===== config.mk =====
export PLATFORM = sky130hd
export DESIGN_NAME = spu_issue_scoreboard
export DESIGN_NICKNAME = d
export VERILOG_FILES = /design/src/rtl/spu_issue_scoreboard.sv
export SDC_FILE = /design/constraint.sdc
export NUM_CORES = 1
export LEC_CHECK = 0
export ABC_AREA = 1
export BUFFER_PORTS_ARGS = -buffer_cell sky130_fd_sc_hd__buf_2
export CAP_MARGIN = 5
export CORE_UTILIZATION = 57
export CTS_CLUSTER_DIAMETER = 30
export DETAILED_ROUTE_END_ITERATION = 16
export GPL_ROUTABILITY_DRIVEN = 0
export PLACE_DENSITY_LB_ADDON = 0.05
export SLEW_MARGIN = 25
export SYNTH_ARGS = -nofsm -noshare
export SYNTH_HDL_FRONTEND = slang
export SYNTH_SLANG_ARGS = --single-unit

===== constraint.sdc =====
create_clock -name clk -period 3.3 [get_ports clk]
set_input_delay 0.66 -clock clk [delete_from_list [all_inputs] [get_ports clk]]
set_output_delay 0.66 -clock clk [all_outputs]
set_load 0.01 [all_outputs]

===== src/rtl/spu_issue_scoreboard.sv =====
// spu_issue_scoreboard
//   Single-issue hazard scheduler in front of the SPU execution pipes.
//   A shift table S[0..MAX_LAT-1] tracks in-flight register writes. Each entry
//   is the write that reaches the register-file write port after it leaves S[0].
//   Issue is held on RAW, WAW or write-port (structural) hazards. The block
//   emits a one-hot unit start pulse and the registered write-back tag.
//
//   Optional feature macro: SCOREBOARD_STATS_EN
//     defined   : raw_cnt/waw_cnt/str_cnt count stall cycles by cause. They
//                 saturate, and stats_clr zeroes them.
//     undefined : the counters are tied to zero and stats_clr is ignored.
//
//   Handshake: an instruction is accepted ("fires") in the cycle where
//   issue_valid and issue_ready are both high. issue_ready is combinational
//   and does not depend on issue_valid. The upstream holds its instruction
//   until it fires, or withdraws it. No state changes when issue_valid is low.
//
//   There is no FSM. The table contents (slot_v/slot_rt) are the only state
//   besides the write-back register and the counters.

module spu_issue_scoreboard #(
  parameter int LAT_U0 = 2,  // simple fixed 1
  parameter int LAT_U1 = 4,  // simple fixed 2
  parameter int LAT_U2 = 4,  // byte
  parameter int LAT_U3 = 7   // single-precision FP; every latency must be >= 1
) (
  input  logic        clk,
  input  logic        reset,
  input  logic        issue_valid,
  output logic        issue_ready,
  input  logic [1:0]  issue_unit,
  input  logic [6:0]  ra_addr,
  input  logic [6:0]  rb_addr,
  input  logic [6:0]  rc_addr,
  input  logic        ra_use,
  input  logic        rb_use,
  input  logic        rc_use,
  input  logic [6:0]  rt_addr,
  input  logic        reg_write,
  input  logic        flush,
  output logic [3:0]  unit_go,
  output logic [1:0]  stall_cause,
  output logic        wb_valid,
  output logic [6:0]  wb_addr,
  input  logic        stats_clr,
  output logic [31:0] raw_cnt,
  output logic [31:0] waw_cnt,
  output logic [31:0] str_cnt
);

  localparam int NUM_UNITS = 4;
  localparam int MAX_01    = (LAT_U0 > LAT_U1) ? LAT_U0 : LAT_U1;
  localparam int MAX_23    = (LAT_U2 > LAT_U3) ? LAT_U2 : LAT_U3;
  localparam int MAX_LAT   = (MAX_01 > MAX_23) ? MAX_01 : MAX_23;

  localparam logic [1:0] CAUSE_NONE   = 2'd0;
  localparam logic [1:0] CAUSE_RAW    = 2'd1;
  localparam logic [1:0] CAUSE_WAW    = 2'd2;
  localparam logic [1:0] CAUSE_STRUCT = 2'd3;

  // Write-back slot table. slot_v[0]/slot_rt[0] is the write that drives the
  // write-back register at the next edge.
  logic [MAX_LAT-1:0] slot_v;
  logic [6:0]         slot_rt [MAX_LAT];

  int   sel_lat;
  logic raw_hz;
  logic waw_hz;
  logic str_hz;
  logic fire;
  logic alloc;

  // True when a source that is actually read names the given register.
  function automatic logic src_hit(input logic use_i, input logic [6:0] addr,
                                   input logic [6:0] rt);
    return use_i && (addr == rt);
  endfunction

  // Latency of the targeted pipe, in cycles from issue to S[0].
  always_comb begin
    sel_lat = LAT_U0;
    case (issue_unit)
      2'd0:    sel_lat = LAT_U0;
      2'd1:    sel_lat = LAT_U1;
      2'd2:    sel_lat = LAT_U2;
      default: sel_lat = LAT_U3;
    endcase
  end

  // Hazard detection against the table as it stands this cycle (pre-shift).
  // The new write would land in S[L-1] after the shift, which is the current
  // S[L]. An occupied S[L] therefore means two writes would reach the port
  // together. A same-register write at or beyond S[L] would retire after this
  // one and clobber it. Sources are compared only against older writes, so
  // an instruction that reads its own destination does not block itself.
  always_comb begin
    raw_hz = 1'b0;
    waw_hz = 1'b0;
    str_hz = 1'b0;
    for (int k = 0; k < MAX_LAT; k++) begin
      if (slot_v[k]) begin
        if (src_hit(ra_use, ra_addr, slot_rt[k]) ||
            src_hit(rb_use, rb_addr, slot_rt[k]) ||
            src_hit(rc_use, rc_addr, slot_rt[k])) begin
          raw_hz = 1'b1;
        end
        if (reg_write && (k >= sel_lat) && (slot_rt[k] == rt_addr)) begin
          waw_hz = 1'b1;
        end
        if (reg_write && (k == sel_lat)) begin
          str_hz = 1'b1;
        end
      end
    end
    // The write being retired this cycle is not yet readable from the RF.
    if (wb_valid &&
        (src_hit(ra_use, ra_addr, wb_addr) ||
         src_hit(rb_use, rb_addr, wb_addr) ||
         src_hit(rc_use, rc_addr, wb_addr))) begin
      raw_hz = 1'b1;
    end
  end

  // Ready is withheld during flush and while reset is asserted. Holding it
  // low during reset keeps unit_go quiet during an asynchronous reset.
  always_comb begin
    issue_ready = ~reset & ~flush & ~raw_hz & ~waw_hz & ~str_hz;
    fire        = issue_valid & issue_ready;
    alloc       = fire & reg_write;
  end

  // One-hot start pulse to the targeted pipe.
  always_comb begin
    unit_go             = '0;
    unit_go[issue_unit] = fire;
  end

  // Stall reason, prioritised RAW > WAW > STRUCT. It is zero unless an
  // instruction is presented and held.
  always_comb begin
    stall_cause = CAUSE_NONE;
    if (issue_valid && !issue_ready) begin
      if (raw_hz)      stall_cause = CAUSE_RAW;
      else if (waw_hz) stall_cause = CAUSE_WAW;
      else if (str_hz) stall_cause = CAUSE_STRUCT;
      else             stall_cause = CAUSE_NONE;
    end
  end

  // Table shift toward S[0], with allocation of the fired write into S[L-1].
  // Flush clears every valid bit. Fire cannot coincide with flush.
  always_ff @(posedge clk or posedge reset) begin
    if (reset) begin
      slot_v <= '0;
      for (int k = 0; k < MAX_LAT; k++) begin
        slot_rt[k] <= '0;
      end
    end else begin
      for (int k = 0; k < MAX_LAT - 1; k++) begin
        slot_v[k]  <= slot_v[k+1] & ~flush;
        slot_rt[k] <= slot_rt[k+1];
      end
      slot_v[MAX_LAT-1]  <= 1'b0;
      slot_rt[MAX_LAT-1] <= '0;
      for (int k = 0; k < MAX_LAT; k++) begin
        if (alloc && (k == sel_lat - 1)) begin
          slot_v[k]  <= 1'b1;
          slot_rt[k] <= rt_addr;
        end
      end
    end
  end

  // Register-file write port: S[0] retires into the write-back register.
  always_ff @(posedge clk or posedge reset) begin
    if (reset) begin
      wb_valid <= 1'b0;
      wb_addr  <= '0;
    end else begin
      wb_valid <= slot_v[0] & ~flush;
      wb_addr  <= slot_rt[0];
    end
  end

`ifdef SCOREBOARD_STATS_EN
  logic count_en;

  function automatic logic [31:0] sat_inc(input logic [31:0] v);
    return (v == 32'hFFFF_FFFF) ? v : v + 32'd1;
  endfunction

  // A stall cycle counts only when a held instruction is blocked by a hazard.
  // Flush cycles do not count.
  always_comb begin
    count_en = issue_valid & ~issue_ready & ~flush;
  end

  // Saturating stall counters. Clear takes priority over increment.
  always_ff @(posedge clk or posedge reset) begin
    if (reset) begin
      raw_cnt <= '0;
      waw_cnt <= '0;
      str_cnt <= '0;
    end else if (stats_clr) begin
      raw_cnt <= '0;
      waw_cnt <= '0;
      str_cnt <= '0;
    end else if (count_en) begin
      case (stall_cause)
        CAUSE_RAW:    raw_cnt <= sat_inc(raw_cnt);
        CAUSE_WAW:    waw_cnt <= sat_inc(waw_cnt);
        CAUSE_STRUCT: str_cnt <= sat_inc(str_cnt);
        default:      ;
      endcase
    end
  end
`else
  logic unused_stats_clr;

  assign raw_cnt          = '0;
  assign waw_cnt          = '0;
  assign str_cnt          = '0;
  assign unused_stats_clr = stats_clr;
`endif

  logic [31:0] unused_num_units;
  assign unused_num_units = NUM_UNITS;

endmodule


== Word level (Yosys, flattened, before mapping) ==
Cells that the tools add are included.

* Bits in registers: 64
* Input bits: 39
* Output and inout bits: 111
* Word-level logic and storage cells: 224

* Add/subtract/negate cells: 1
* $lt $le $gt $ge: 9
* Equality and inequality tests: 45
* Muxes and demuxes: 64
* Bitwise logic cells: 19
* Reductions and logical operators: 76

{| class="wikitable"
|+ Operator list
! cell !! number
|-
| $eq A7 B7 Y1 || 31
|-
| $eq A4 B32 Y1 const A || 6
|-
| $eq A3 B32 Y1 const A || 4
|-
| $ge A4 B32 Y1 const A || 3
|-
| $eq A2 B32 Y1 const A || 2
|-
| $ge A3 B32 Y1 const A || 2
|-
| $logic_not A32 Y1 || 2
|-
| $logic_and A1 B1 Y1 || 55
|-
| $mux W1 || 51
|-
| $mux W7 || 7
|-
| $ge A1 B32 Y1 const A || 1
|-
| $ge A2 B32 Y1 const A || 1
|-
| $sub A32 B2 Y32 const B || 1
|-
| $logic_or A1 B1 Y1 || 16
|-
| $and A1 B1 Y1 || 13
|-
| $mux W2 || 4
|-
| $pmux W3 S2 || 1
|-
| $not A1 Y1 || 5
|-
| $and A4 B4 Y4 || 1
|-
| $lt A2 B3 Y1 const B || 1
|-
| $demux W1 S2 || 1
|-
| $eq A2 B1 Y1 const B || 1
|-
| $eq A2 B2 Y1 const B || 1
|-
| $ge A2 B1 Y1 const B || 1
|-
| 3 further kinds || 3
|}

== Longest topological paths before layout ==
* Depth after elaboration: 27
* Depth in mapped cells: 18
* Gate-level depth less buffers: 16

== Worst setup path before layout ==
No wires, ideal clock.

* Path type: input to output
* From: input issue_unit[0]
* To: output unit_go[0]
* Data arrival time: 2.446 ns
* Data required time: 2.640 ns
* Setup slack: 0.194 ns
* Cell stages on the path: 13
* Buffers on the path: 0
* Cells stage by stage: inv_1 -> ha_1 -> nand2_1 -> inv_1 -> nand2_1 -> ha_1 -> o211ai_1 -> nor3_1 -> nor2_4 -> nand4_4 -> nor2_8 -> inv_1 -> nor2_1

* Cells in the longest elaborated chain, start to end: 25
* Elaborated cells between the ends (all ways): 79
* Classes of those cells: order compare (9); eq/ne (8); mux (31); bitwise (6); reduce/logical (25)

{| class="wikitable"
|+ Ends and longest elaborated chain
! what !! RTL line !! RTL
|-
| from (decl) || 31 || <nowiki>input logic [1:0] issue_unit,</nowiki>
|-
| $eq A2 B2 Y1 or $eq A2 B1 Y1 (tied branches) || 82 || <nowiki>case (issue_unit)</nowiki>
|-
| $reduce_or A2 Y1 (no line) || - ||
|-
| $pmux W3 S2 || 82 ||
|-
| $ge A1 B32 Y1 || 107 || <nowiki>if (reg_write && (k >= sel_lat) && (slot_rt[k] == rt_addr)) begin</nowiki>
|-
| $logic_and A1 B1 Y1 (2 in series) || 107 ||
|-
| $mux W1 || 107 ||
|-
| $mux W1 || 101 || <nowiki>if (slot_v[k]) begin</nowiki>
|-
| $mux W1 || 107 ||
|-
| (+7 left out) || - ||
|-
| $mux W1 || 107 ||
|-
| $mux W1 || 101 ||
|-
| $mux W1 || 107 ||
|-
| $mux W1 || 101 ||
|-
| $not A1 Y1 || 127 || <nowiki>issue_ready = ~reset & ~flush & ~raw_hz & ~waw_hz & ~str_hz;</nowiki>
|-
| $and A1 B1 Y1 (2 in series) || 127 ||
|-
| $and A1 B1 Y1 || 128 || <nowiki>fire = issue_valid & issue_ready;</nowiki>
|-
| $and A4 B4 Y4 (no line) (*) || - ||
|-
| to (decl) || 41 || <nowiki>output logic [3:0] unit_go,</nowiki>
|}

Mark *: on every way between the ends. The rest lies on a longest branch, timed or not.

== Worst setup path after layout ==
* From: input rb_addr[2]
* To: output unit_go[3]

* Cells in the longest elaborated chain, start to end: 25
* Elaborated cells between the ends (all ways): 54
* Classes of those cells: eq/ne (8); mux (15); bitwise (6); reduce/logical (25)

{| class="wikitable"
|+ Ends and longest elaborated chain
! what !! RTL line !! RTL
|-
| from (decl) || 33 || <nowiki>input logic [6:0] rb_addr,</nowiki>
|-
| $eq A7 B7 Y1 || 76 || <nowiki>return use_i && (addr == rt);</nowiki>
|-
| $logic_and A1 B1 Y1 || 76 ||
|-
| $logic_or A1 B1 Y1 || 102 || <nowiki>if (src_hit(ra_use, ra_addr, slot_rt[k]) ||</nowiki>
|-
| $logic_or A1 B1 Y1 || 103 || <nowiki>src_hit(rb_use, rb_addr, slot_rt[k]) ||</nowiki>
|-
| $mux W1 || 102 ||
|-
| $mux W1 || 101 ||
|-
| $mux W1 || 102 ||
|-
| $mux W1 || 101 ||
|-
| (+7 left out) || - ||
|-
| $mux W1 || 101 ||
|-
| $mux W1 || 102 ||
|-
| $mux W1 || 101 ||
|-
| $mux W1 (*) || 116 || <nowiki>if (wb_valid &&</nowiki>
|-
| $not A1 Y1 (*) || 127 ||
|-
| $and A1 B1 Y1 (*) (3 in series) || 127 ||
|-
| $and A1 B1 Y1 (*) || 128 ||
|-
| $and A4 B4 Y4 (no line) (*) || - ||
|}

Marked as above.

==> results summary <==
The biggest area contributor in the post-synthesis netlist is sky130_fd_sc_hd__nand2_1. The worst setup path is captured at an output port. The starting density of the core is 58.3%. The actual slew at the worst max-slew pin came out at roughly 0.84 ns.

The count of cell types in the netlist is 37. Ranked by total cell area, the synthesized netlist is headed by sky130_fd_sc_hd__nand2_1, sky130_fd_sc_hd__dfrtp_1, sky130_fd_sc_hd__buf_4, sky130_fd_sc_hd__xnor2_1, sky130_fd_sc_hd__inv_1. The number of maximum-capacitance constraint violations is 0. The via count normalized by instance count is 5.50. The worst setup path is launched from an input port.

The number of warning messages in the yosys log is 0. The largest stage delay on the critical path came out at 0.25 ns. The height of the die came out at 113 µm. The critical path's most frequent cell is sky130_fd_sc_hd__nand2_1. Hold repair after CTS inserted 0 buffers. For this run, asynchronously set or reset flops after synthesis account for 100%. The final-report setup violation count came out at 0. The register cell area after layout came out at 1600 µm². The setup slack after layout came out at between 0.1 and 0.15 ns. Counting every sink on the clock net gives 64. The placeable core region is 12000 µm². The required time of the worst setup path came out at 2.64 ns. The most critical setup path has its startpoint at rb_addr[2].

The number of buffers on the longest clock path is 2. 150 I/O pins were placed. The buffers plus inverters on the worst setup path is 4.

The synthesized cell area came out at 6980 µm². The number of hold-slack violations in the final timing report came out at 0. The tightest slew margin relative to the limit came out at 44.2%.

The clock-pin slew on the worst setup and hold paths came out at roughly 0.05 ns. Along the worst path, the maximum fanout reaches 9. The critical path start-end classification is in2out.

The area enclosed by the die boundary came out at 12700 µm². The power density normalized to cell area came out at 315 nW/µm². The worst endpoint data arrival time is 2.54 ns.

Counting the buffers created by CTS gives 9. The sum of net half-perimeters after detailed placement is 17.7 mm. For this block, the routed nets add up to approximately 25 mm of wire. The wire length of the first global-routing pass came out at about 37 mm.

The number of antenna diodes in the final layout is 0. The violation count after the first detailed-routing iteration is 1013. The most common cell after layout, fill and taps aside is sky130_fd_sc_hd__nand2_1. The total track usage came out at 39.5%. The post-synthesis area per instance came out at 6.08 µm². The final standard cell utilization of the core is roughly three fifths. The critical-path cell with the highest stage delay is sky130_fd_sc_hd__inv_2. The final instance area came out at 7170 µm². The floorplan has 40 rows. The flip-flop cell with the highest count after synthesis is sky130_fd_sc_hd__dfrtp_1. The initial antenna violation count came out at 0. The maximum clock skew at final layout is 0.00536 ns. The count of input and output buffers came out at between 50 and 60. The pin count of the biggest net entering global routing is 65. The final-report max-slew violation count was 0.

Synthesis handed over a netlist of about 1100 instances. The layout overhead on the synthesized area came out at 2.67%. The number of fillers in the final layout came out at 1255. The area fraction of the dominant cell type after synthesis came out at 25.7%.

The number of levels in the clock H-tree came out at 3. The synthesized design contains 64 register bits. The number of remaining DRC errors came out at 0. The finished layout holds 1328 standard cells, fillers aside.

The routed via count came out at 7302. Of the cells placed in the final design, the portion with a size suffix greater than 1 is 12.8%. The number of enable-type register cells in the synthesized netlist came out at 0. The insertion delay of the later-clocked pin in the worst-skew pair is between 0.3 and 0.4 ns. In this run the static leakage power is 3.87 nW. In this run the worst hold path is classified as reg2reg.

The number of routed nets with antenna violations came out at 0. The time the worst path needs with I/O delays and setup is 3.20 ns. For this run the aggregate overflow at the end of global routing stands at 0. CTS placed an instance of sky130_fd_sc_hd__clkbuf_16 at the clock tree root. The maximum VDD drop is approximately 250 µV.

The top cell types in the final layout, fill and taps aside, are sky130_fd_sc_hd__nand2_1, sky130_fd_sc_hd__inv_1, sky130_fd_sc_hd__conb_1, sky130_fd_sc_hd__nor2_1, sky130_fd_sc_hd__dfrtp_1. The TritonCTS clock tree is done. The via count of the first global-routing pass came out at 6343. The maximum frequency from static timing analysis is 0.313 GHz. The multi-input combinational cells in the finished layout cover a total of between 4000 and 5000 µm².

The die boundary width came out at 113 µm. The standard cell area after detailed placement is between 6000 and 7000 µm². The flow ran to the end, and the final reports show no timing, DRC or antenna violations.

The critical path goes through buf_2, inv_2, nand2_1, o211ai_1, nor2_1, nand2_1, nand3_1, nand2_1, nand2_1, nor2_2, nand3_4, nor2_8, inv_1, nor2_1, buf_2. The kind of cell with the highest combined delay along the critical path is simple AND/OR/NAND/NOR gates. The detail-routed net length per standard cell is between 15 and 20 µm.

The number of placed instances, taps included came out at 1310. The sequential-to-total area share from yosys stat is a little under a quarter. The worst setup slack after placement came out at -0.00430 ns. The count of TritonRoute iterations in the first routing pass came out at 8. After layout, the worst path uses 96.9% of the clock period.

The startpoint of the tightest hold check path is slot_v[1]. The total number of nets in the final design is 1222. The startpoint identified for the worst register-to-register timing path is slot_rt[19].
-- flip-flops by register name, indices dropped and copies added (netlist names) --
register,flops
slot_rt,49
wb_addr,7
wb_valid,1
slot_v,7
-- synth_stat cells (11+ instances only) --
| master | count |
|---|---|
| sky130_fd_sc_hd__a21oi_1 | 30 |
| sky130_fd_sc_hd__buf_2 | 14 |
| sky130_fd_sc_hd__buf_4 | 120 |
| sky130_fd_sc_hd__clkbuf_1 | 11 |
| sky130_fd_sc_hd__dfrtp_1 | 64 |
| sky130_fd_sc_hd__inv_1 | 102 |
| sky130_fd_sc_hd__inv_2 | 25 |
| sky130_fd_sc_hd__nand2_1 | 477 |
| sky130_fd_sc_hd__nand3_1 | 39 |
| sky130_fd_sc_hd__nand4_1 | 47 |
| sky130_fd_sc_hd__nor2_1 | 77 |
| sky130_fd_sc_hd__xnor2_1 | 52 |
-- through the flow --
| step | setup TNS, ns | hold WS (ns) | power (mW) |
|---|---|---|---|
| finish | 0 | 0.521 | 2.25 |
| global placement | -0.000881 | 0.489 | 1.36 |
| detailed placement | -0.00430 | 0.499 | 1.36 |
| global route | -0.0109 | 0.539 | 2.34 |
| CTS | 0 | 0.517 | 2.24 |
| floorplan | 0 | 0.349 | 1.30 |
-- worst paths after layout --
kind	end	slack [ns]	cells after the start
worst min-delay path	slot_v[0]	0.52	2
min in group asynchronous	slot_v[2]	0.57	3
worst max register to register	slot_rt[41]	0.64	16
worst max-delay path	unit_go[3]	0.10	15
worst min register to register	slot_v[0]	0.52	2
max in group asynchronous	slot_rt[14]	2.18	3
-- power breakdown --
| group | internal (mW) | switching [mW] |
|---|---|---|
| registers | 0.801 | 0.0362 |
| clock network | 0.506 | 0.371 |
| logic | 0.160 | 0.380 |
| total | 1.47 | 0.788 |
-- metal layers --
layer / vias to the layer above / track usage (%) / share of wire (%) / wire length (µm)
li1: 3372 / - / - / -
met1: 3294 / 54.2 / 40 / 9740
met2: 543 / 59.3 / 43 / 10500
met3: 93 / 8.37 / 13 / 3210
met4: 0 / 18.7 / 4.4 / 1080
met5: - / 0 / 0 / 0
-- tightest hold or removal path: stages, from the launching register on --
cell and delay [ns]:
sky130_fd_sc_hd__dfrtp_1 0.39, sky130_fd_sc_hd__inv_1 0.06, sky130_fd_sc_hd__nor2_1 0.03
-- cell type report --
cell class / count / share of cell area, %
clock buffers: 9 / 3.14
clock inverters: 7 / 0.646
inverters: 135 / 7.26
multi-input cells: 889 / 57.7
flip-flops and latches: 64 / 22.4
well taps: 147 / 2.57
repair buffers: 77 / 6.29
-- what timing repair did --
item / in CTS / in global routing
endpoints found under the setup margin: 5 / 5
buffers inserted: 0 / 2
endpoints found under the hold margin: 0 / 0
resized for setup: 1 / 6
pin swaps: 0 / 5
-- cell families after synthesis --
| logic type | Yosys count | share of synthesized area [%] |
|---|---|---|
| XOR/XNOR | 60 | 7.53 |
| AO/OA/AOI/OAI | 66 | 5.63 |
| flip-flops | 64 | 22.9 |
| adder cells (fa/ha/maj) | 7 | 1.25 |
| buffers and inverters | 290 | 23.2 |
| other | 2 | 0.108 |
| AND/OR/NAND/NOR | 659 | 39.3 |
No activity file was read; power rests on OpenSTA's default activity.
